## src/rtl/pc_fetch_ctrl.sv

```systemverilog
// Fetch sequencer: owns the PC, issues one outstanding IMEM request, feeds decode via IF reg + 1-entry skid.
// Latency: REQ at cycle c with immediate GNT and RVALID at c+1 gives IF_VALID at c+2 (1 instr / 2 cycles).
// Backpressure: STALL holds IF outputs; a word arriving under STALL parks in the skid and blocks new requests.
module pc_fetch_ctrl #(
  parameter logic [31:0] RESET_VECTOR = 32'h0000_0000
) (
  input  logic        CLK,
  input  logic        RST_N,
  input  logic        STALL,
  input  logic        BR_TAKEN,
  input  logic [31:0] BR_TARGET,
  input  logic        TRAP,
  input  logic [31:0] MTVEC,
  input  logic        MRET,
  input  logic [31:0] MEPC,
  output logic        IMEM_REQ,
  output logic [31:0] IMEM_ADDR,
  input  logic        IMEM_GNT,
  input  logic        IMEM_RVALID,
  input  logic [31:0] IMEM_RDATA,
  output logic        IF_VALID,
  output logic [31:0] IF_INSTR,
  output logic [31:0] IF_PC,
  output logic        FLUSH_IF
);

  localparam logic [31:0] ALIGN_MASK = 32'hFFFF_FFFC;
  localparam logic [31:0] RST_PC     = RESET_VECTOR & ALIGN_MASK;

  typedef enum logic [1:0] {
    ST_BOOT = 2'd0,
    ST_REQ  = 2'd1,
    ST_WAIT = 2'd2,
    ST_HOLD = 2'd3
  } state_t;

  // One fetched word together with the address it came from.
  typedef struct packed {
    logic [31:0] instr;
    logic [31:0] pc;
  } fetch_ent_t;

  state_t      state;
  logic [31:0] pc;        // next address to fetch
  logic [31:0] gnt_addr;  // address of the request currently in flight
  logic        discard;   // in-flight response belongs to a flushed path
  logic        skid_vld;
  fetch_ent_t  skid_dat;

  logic        redirect;
  logic [31:0] redir_pc;
  logic [31:0] pc_seq;

  // Redirect selection: TRAP outranks MRET, which outranks BR_TAKEN; targets are word aligned.
  always_comb begin
    redirect = TRAP | MRET | BR_TAKEN;
    if (TRAP) begin
      redir_pc = MTVEC & ALIGN_MASK;
    end else if (MRET) begin
      redir_pc = MEPC & ALIGN_MASK;
    end else begin
      redir_pc = BR_TARGET & ALIGN_MASK;
    end
  end

  // Sequential successor wraps naturally from 0xFFFF_FFFC to 0.
  assign pc_seq   = pc + 32'd4;
  assign FLUSH_IF = redirect;

  // Fetch FSM; IMEM_* and IF_* are all registered here so no IMEM input reaches an IMEM output.
  always_ff @(posedge CLK or negedge RST_N) begin
    if (!RST_N) begin
      state     <= ST_BOOT;
      pc        <= RST_PC;
      gnt_addr  <= '0;
      discard   <= 1'b0;
      skid_vld  <= 1'b0;
      skid_dat  <= '0;
      IMEM_REQ  <= 1'b0;
      IMEM_ADDR <= RST_PC;
      IF_VALID  <= 1'b0;
      IF_INSTR  <= '0;
      IF_PC     <= '0;
    end else begin
      case (state)
        // First cycle out of reset: redirects are ignored, the reset vector is always fetched first.
        ST_BOOT: begin
          state     <= ST_REQ;
          IMEM_REQ  <= 1'b1;
          IMEM_ADDR <= pc;
        end

        // Request outstanding on the bus; address held until granted or abandoned by a redirect.
        ST_REQ: begin
          if (redirect) begin
            pc        <= redir_pc;
            IF_VALID  <= 1'b0;
            skid_vld  <= 1'b0;
            IMEM_ADDR <= redir_pc;
            if (IMEM_GNT) begin
              // The granted fetch will still answer; mark it so its data is thrown away.
              state    <= ST_WAIT;
              gnt_addr <= pc;
              discard  <= 1'b1;
              IMEM_REQ <= 1'b0;
            end else begin
              IMEM_REQ <= 1'b1;
            end
          end else begin
            if (!STALL) begin
              IF_VALID <= 1'b0;
            end
            if (IMEM_GNT) begin
              state     <= ST_WAIT;
              gnt_addr  <= pc;
              pc        <= pc_seq;
              IMEM_REQ  <= 1'b0;
              IMEM_ADDR <= pc_seq;
            end
          end
        end

        // Waiting for read data of the granted request.
        ST_WAIT: begin
          if (redirect) begin
            pc        <= redir_pc;
            IF_VALID  <= 1'b0;
            skid_vld  <= 1'b0;
            IMEM_ADDR <= redir_pc;
            if (IMEM_RVALID) begin
              state    <= ST_REQ;
              discard  <= 1'b0;
              IMEM_REQ <= 1'b1;
            end else begin
              discard  <= 1'b1;
            end
          end else if (IMEM_RVALID && discard) begin
            // Stale response from a flushed path: drop it and restart at the new PC.
            state     <= ST_REQ;
            discard   <= 1'b0;
            IMEM_REQ  <= 1'b1;
            IMEM_ADDR <= pc;
            if (!STALL) begin
              IF_VALID <= 1'b0;
            end
          end else if (IMEM_RVALID) begin
            if (!IF_VALID || !STALL) begin
              IF_VALID  <= 1'b1;
              IF_INSTR  <= IMEM_RDATA;
              IF_PC     <= gnt_addr;
              state     <= ST_REQ;
              IMEM_REQ  <= 1'b1;
              IMEM_ADDR <= pc;
            end else begin
              // Decode is stalled on a valid word: park the new one and stop fetching.
              skid_vld       <= 1'b1;
              skid_dat.instr <= IMEM_RDATA;
              skid_dat.pc    <= gnt_addr;
              state          <= ST_HOLD;
            end
          end else begin
            if (!STALL) begin
              IF_VALID <= 1'b0;
            end
          end
        end

        // Skid full; nothing in flight. Resume once decode drains the IF reg.
        ST_HOLD: begin
          if (redirect) begin
            pc        <= redir_pc;
            IF_VALID  <= 1'b0;
            skid_vld  <= 1'b0;
            state     <= ST_REQ;
            IMEM_REQ  <= 1'b1;
            IMEM_ADDR <= redir_pc;
          end else if (!STALL) begin
            IF_VALID  <= skid_vld;
            IF_INSTR  <= skid_dat.instr;
            IF_PC     <= skid_dat.pc;
            skid_vld  <= 1'b0;
            state     <= ST_REQ;
            IMEM_REQ  <= 1'b1;
            IMEM_ADDR <= pc;
          end
        end

        default: begin
          state    <= ST_BOOT;
          IMEM_REQ <= 1'b0;
        end
      endcase
    end
  end

endmodule

```

## config.mk

```make
export PLATFORM = sky130hd
export DESIGN_NAME = pc_fetch_ctrl
export DESIGN_NICKNAME = d
export VERILOG_FILES = /design/src/rtl/pc_fetch_ctrl.sv
export SDC_FILE = /design/constraint.sdc
export NUM_CORES = 1
export LEC_CHECK = 0
export CAP_MARGIN = 10
export CELL_PAD_IN_SITES_DETAIL_PLACEMENT = 1
export CELL_PAD_IN_SITES_GLOBAL_PLACEMENT = 1
export CORE_ASPECT_RATIO = 1.5
export CORE_MARGIN = 10
export CORE_UTILIZATION = 37
export DETAILED_ROUTE_END_ITERATION = 16
export PLACE_DENSITY_LB_ADDON = 0.3
export SYNTH_ARGS = -nofsm -noshare
export SYNTH_HDL_FRONTEND = slang
export SYNTH_SLANG_ARGS = --single-unit
```

## constraint.sdc

```tcl
create_clock -name CLK -period 2.75 [get_ports CLK]
set_input_delay 0.825 -clock CLK [delete_from_list [all_inputs] [get_ports CLK]]
set_output_delay 0.825 -clock CLK [all_outputs]
set_load 0.01 [all_outputs]
```

==> impl_results.md <==
* CTS sink count at between 200 and 250
* Final Non-Filler Cells at 1,922
* Unrepaired setup endpoints after global routing: false
* Final wirelength at ~40,000 microns
* Post-synth EDFFs at 0
* Req. time, crit path at 1.93 ns
* Core ar. at 32,630 sq um
* Comb power frac at 0.456
* Max-cap viol count at 0
* Clock Skews at between 0.015 and 0.02 ns
* Routed len/inst at 21.27 microns
* NetSw at ~6.6 mW
* Total grt overflow at 0
* Ant diodes at 0
* CTS buffer count at 25
* Worst setup path class: in2out
* Post-synthesis sequential area ratio at 0.4705
* Flops & latches, synth at 230
* Internal power at 10.70 mW
* Yosys top cell area share at 0.4705
* Synth-to-layout area growth at 35.64%
* CTS tree: built
* Sequential Power Share at 0.329
* Post-synth top area cell: dfrtp_1
* Top cells by area, synth: dfrtp_1, mux2_2, mux2i_1, a21oi_1, nor2_1
* Critical path data arrival time at 1.82 ns
* Die Area at between 40,000 and 50,000 sq um
* Final ANT Viol Nets at 0
* Post-DP HPWL at 30,700 microns
* Max VDD drop at between 0.5 and 0.6 mV
* Fin nets at 1,630
* HP Class: in2async
* Largest net degree at the start of global routing at 68
* CP startpoint kind: primary input
* Min Tclk post-route at 2.646 ns
* Pins Over Slew Limit at 0
* Clock power share at 0.214
* Pwr Density at roughly 1000 nW/um^2
* Final period util at 0.9622
* PortBufs at about 230
* Fillers at 3,594
* Worst relative slew slack at 0.6104
* Mapped Cells at 1,231
* DRC Markers at 0
* Dpl cells at 1,876
* Iter 0 DRT Violations at 688
* DR pass1 iterations at 5
* Storage cell area at 5756 sq um
* DIE WIDTH at roughly 170 microns
* CP Max Fanout at 3
* Multi-input logic area at 5991 sq um
* Mean post-synth cell area at about 9.9 sq um
* Distinct cells, synth at 76
* Max H-tree Level at 1
* Leakage at 7.075 nW
* Dpl ws at -0.1488 ns
* Via Count at 10,730
* Worst setup margin at 0.1039 ns
* Vias in the first global route at 11,500
* Clk_lat worst skew at 0.54 ns
* Setup TNS at 0 ns
* Final hold violation count at 0
* Placement Rows at 81
* Main synth FF type: dfrtp_1
* Setup Buffers After CTS at 0
* I/O pins at 235
* Total GRT Usage at 0.1935
* Critical Path End Type: output port
* Layout cell share with drive strength beyond 1 at 0.1891
* GRT busiest layer: met2
* Warnings from Yosys at 0
* Met3 Resource Use GR at 0.03396
* Antenna violations before repair at 0
* Fraction of registers with async set/reset at 1.000
* Maximum clock rate at approximately 380 MHz
* Routed vias/inst at about 5.6
* Initial Util at 0.3748
* Cell Area, Synth at 12,230 sq um
* Reg clk slew, reported paths at 0.06 ns
* Status: finished, final reports clean
* Cts repair resizes at 1
* Max Root-Sink Buffers at 3
* Die Y at ~240 microns
* Met1 usage at 0.2281
* Root Buffer: clkbuf_16
* Met2 Track Usage GR at 0.3438
* Net Sw Frac at 0.3827
* Gpl congestion at 0.9427
* Setup violations, final at 0
* Net Count, Synth at 1,373
* First-pass GRT wire length at 64,910 microns
* Worst-Margin Slew at 0.5783 ns
* CTS Hold Bufs at 0
[stage by stage]
step                area (sq um)  total power [mW]    util  hold slack [ns]
floorplan                  12230             9.607       -           0.4668
global placement           15670             13.43  0.4802           0.4553
detailed placement         15670             13.70  0.4802           0.4703
CTS                        16590             17.51  0.5084           0.2729
global route               16590             18.45  0.5084           0.2944
finish                     16590             17.33  0.5084           0.2682
[synthesized netlist by cell type (all sizes together), types with 7 or more instances]
cell and number:
nand2 92, a21oi 131, mux2i 100, inv 10
a221oi 7, o21ai 90, nand4 19, a31oi 10
o31ai 7, dfrtp 230, a2bb2oi 11, o211ai 9
nor3 10, nand3 29, nor2 120, buf 49
nor4 7, mux2 103, o22ai 12, o2bb2ai 8
clkbuf 61
[layout make-up]
cell class,count,share of cell area
clock inverter,12,0.01094
timing repair buffer,340,0.2029
clock buffer,34,0.04457
inverter,10,0.002262
multi-input combinational,881,0.3611
tap,415,0.03130
sequential,230,0.3469
[metal layers]
metal / part of all wire / up-vias
met4: 0.028 / 0
met3: 0.051 / 68
li1: - / 5004
met5: 0 / -
met1: 0.41 / 5364
met2: 0.51 / 292
[power by group through the flow]
stage / clock (mW) / combinational (mW) / sequential, mW
floorplan: 0 / 4.02 / 5.59
global placement: 0 / 7.76 / 5.67
detailed placement: 0 / 7.94 / 5.76
CTS: 3.81 / 8.00 / 5.70
global route: 3.97 / 8.60 / 5.89
finish: 3.71 / 7.91 / 5.71
[path summary, 6_finish.rpt]
check | startpoint | end | slack [ns] | depth (start not counted)
max | BR_TAKEN | FLUSH_IF | 0.10 | 4
min | RST_N | pc[4] | 0.27 | 1
max reg2reg | pc[2] | pc[24] | 0.30 | 6
max in group asynchronous | RST_N | pc[7] | 1.74 | 2
min in group CLK | IMEM_ADDR[1] | IMEM_ADDR[1] | 0.48 | 2
min reg2reg | IMEM_ADDR[1] | IMEM_ADDR[1] | 0.48 | 2
[sequential cells by signal (all words and copies together) (netlist names), 2 cells and up]
signal,cells
IF_INSTR,32
IF_PC,32
IMEM_ADDR,32
gnt_addr,32
pc,32
skid_dat,64
state,2
[cell families after synthesis]
kind of cell             share of synthesized area
AND/OR/NAND/NOR                             0.1234
adder cells (fa/ha/maj)                   0.006137
buffers and inverters                      0.04276
flip-flops                                  0.4705
AO/OA/AOI/OAI                               0.1784
XOR/XNOR                                  0.002149
multiplexers                                0.1767
[worst max-delay path, stage by stage]
cell and delay, ns:
clkdlybuf4s50_1 0.46, nor3_4 0.16, inv_2 0.08, dlygate4sd2_1 0.29
[cells in the final DEF (no fill, tap or decap), types with 10 or more instances in the layout]
master,n
a31oi_1,10
nand2_1,92
buf_12,20
nand3_1,28
clkdlybuf4s50_1,224
o22ai_1,12
clkbuf_16,25
mux2_2,103
mux2i_1,100
nand4_1,17
o21ai_0,88
a2bb2oi_1,11
a21oi_1,130
nor2_1,118
buf_4,92
dfrtp_1,230
(Power assumes the default switching activity.)
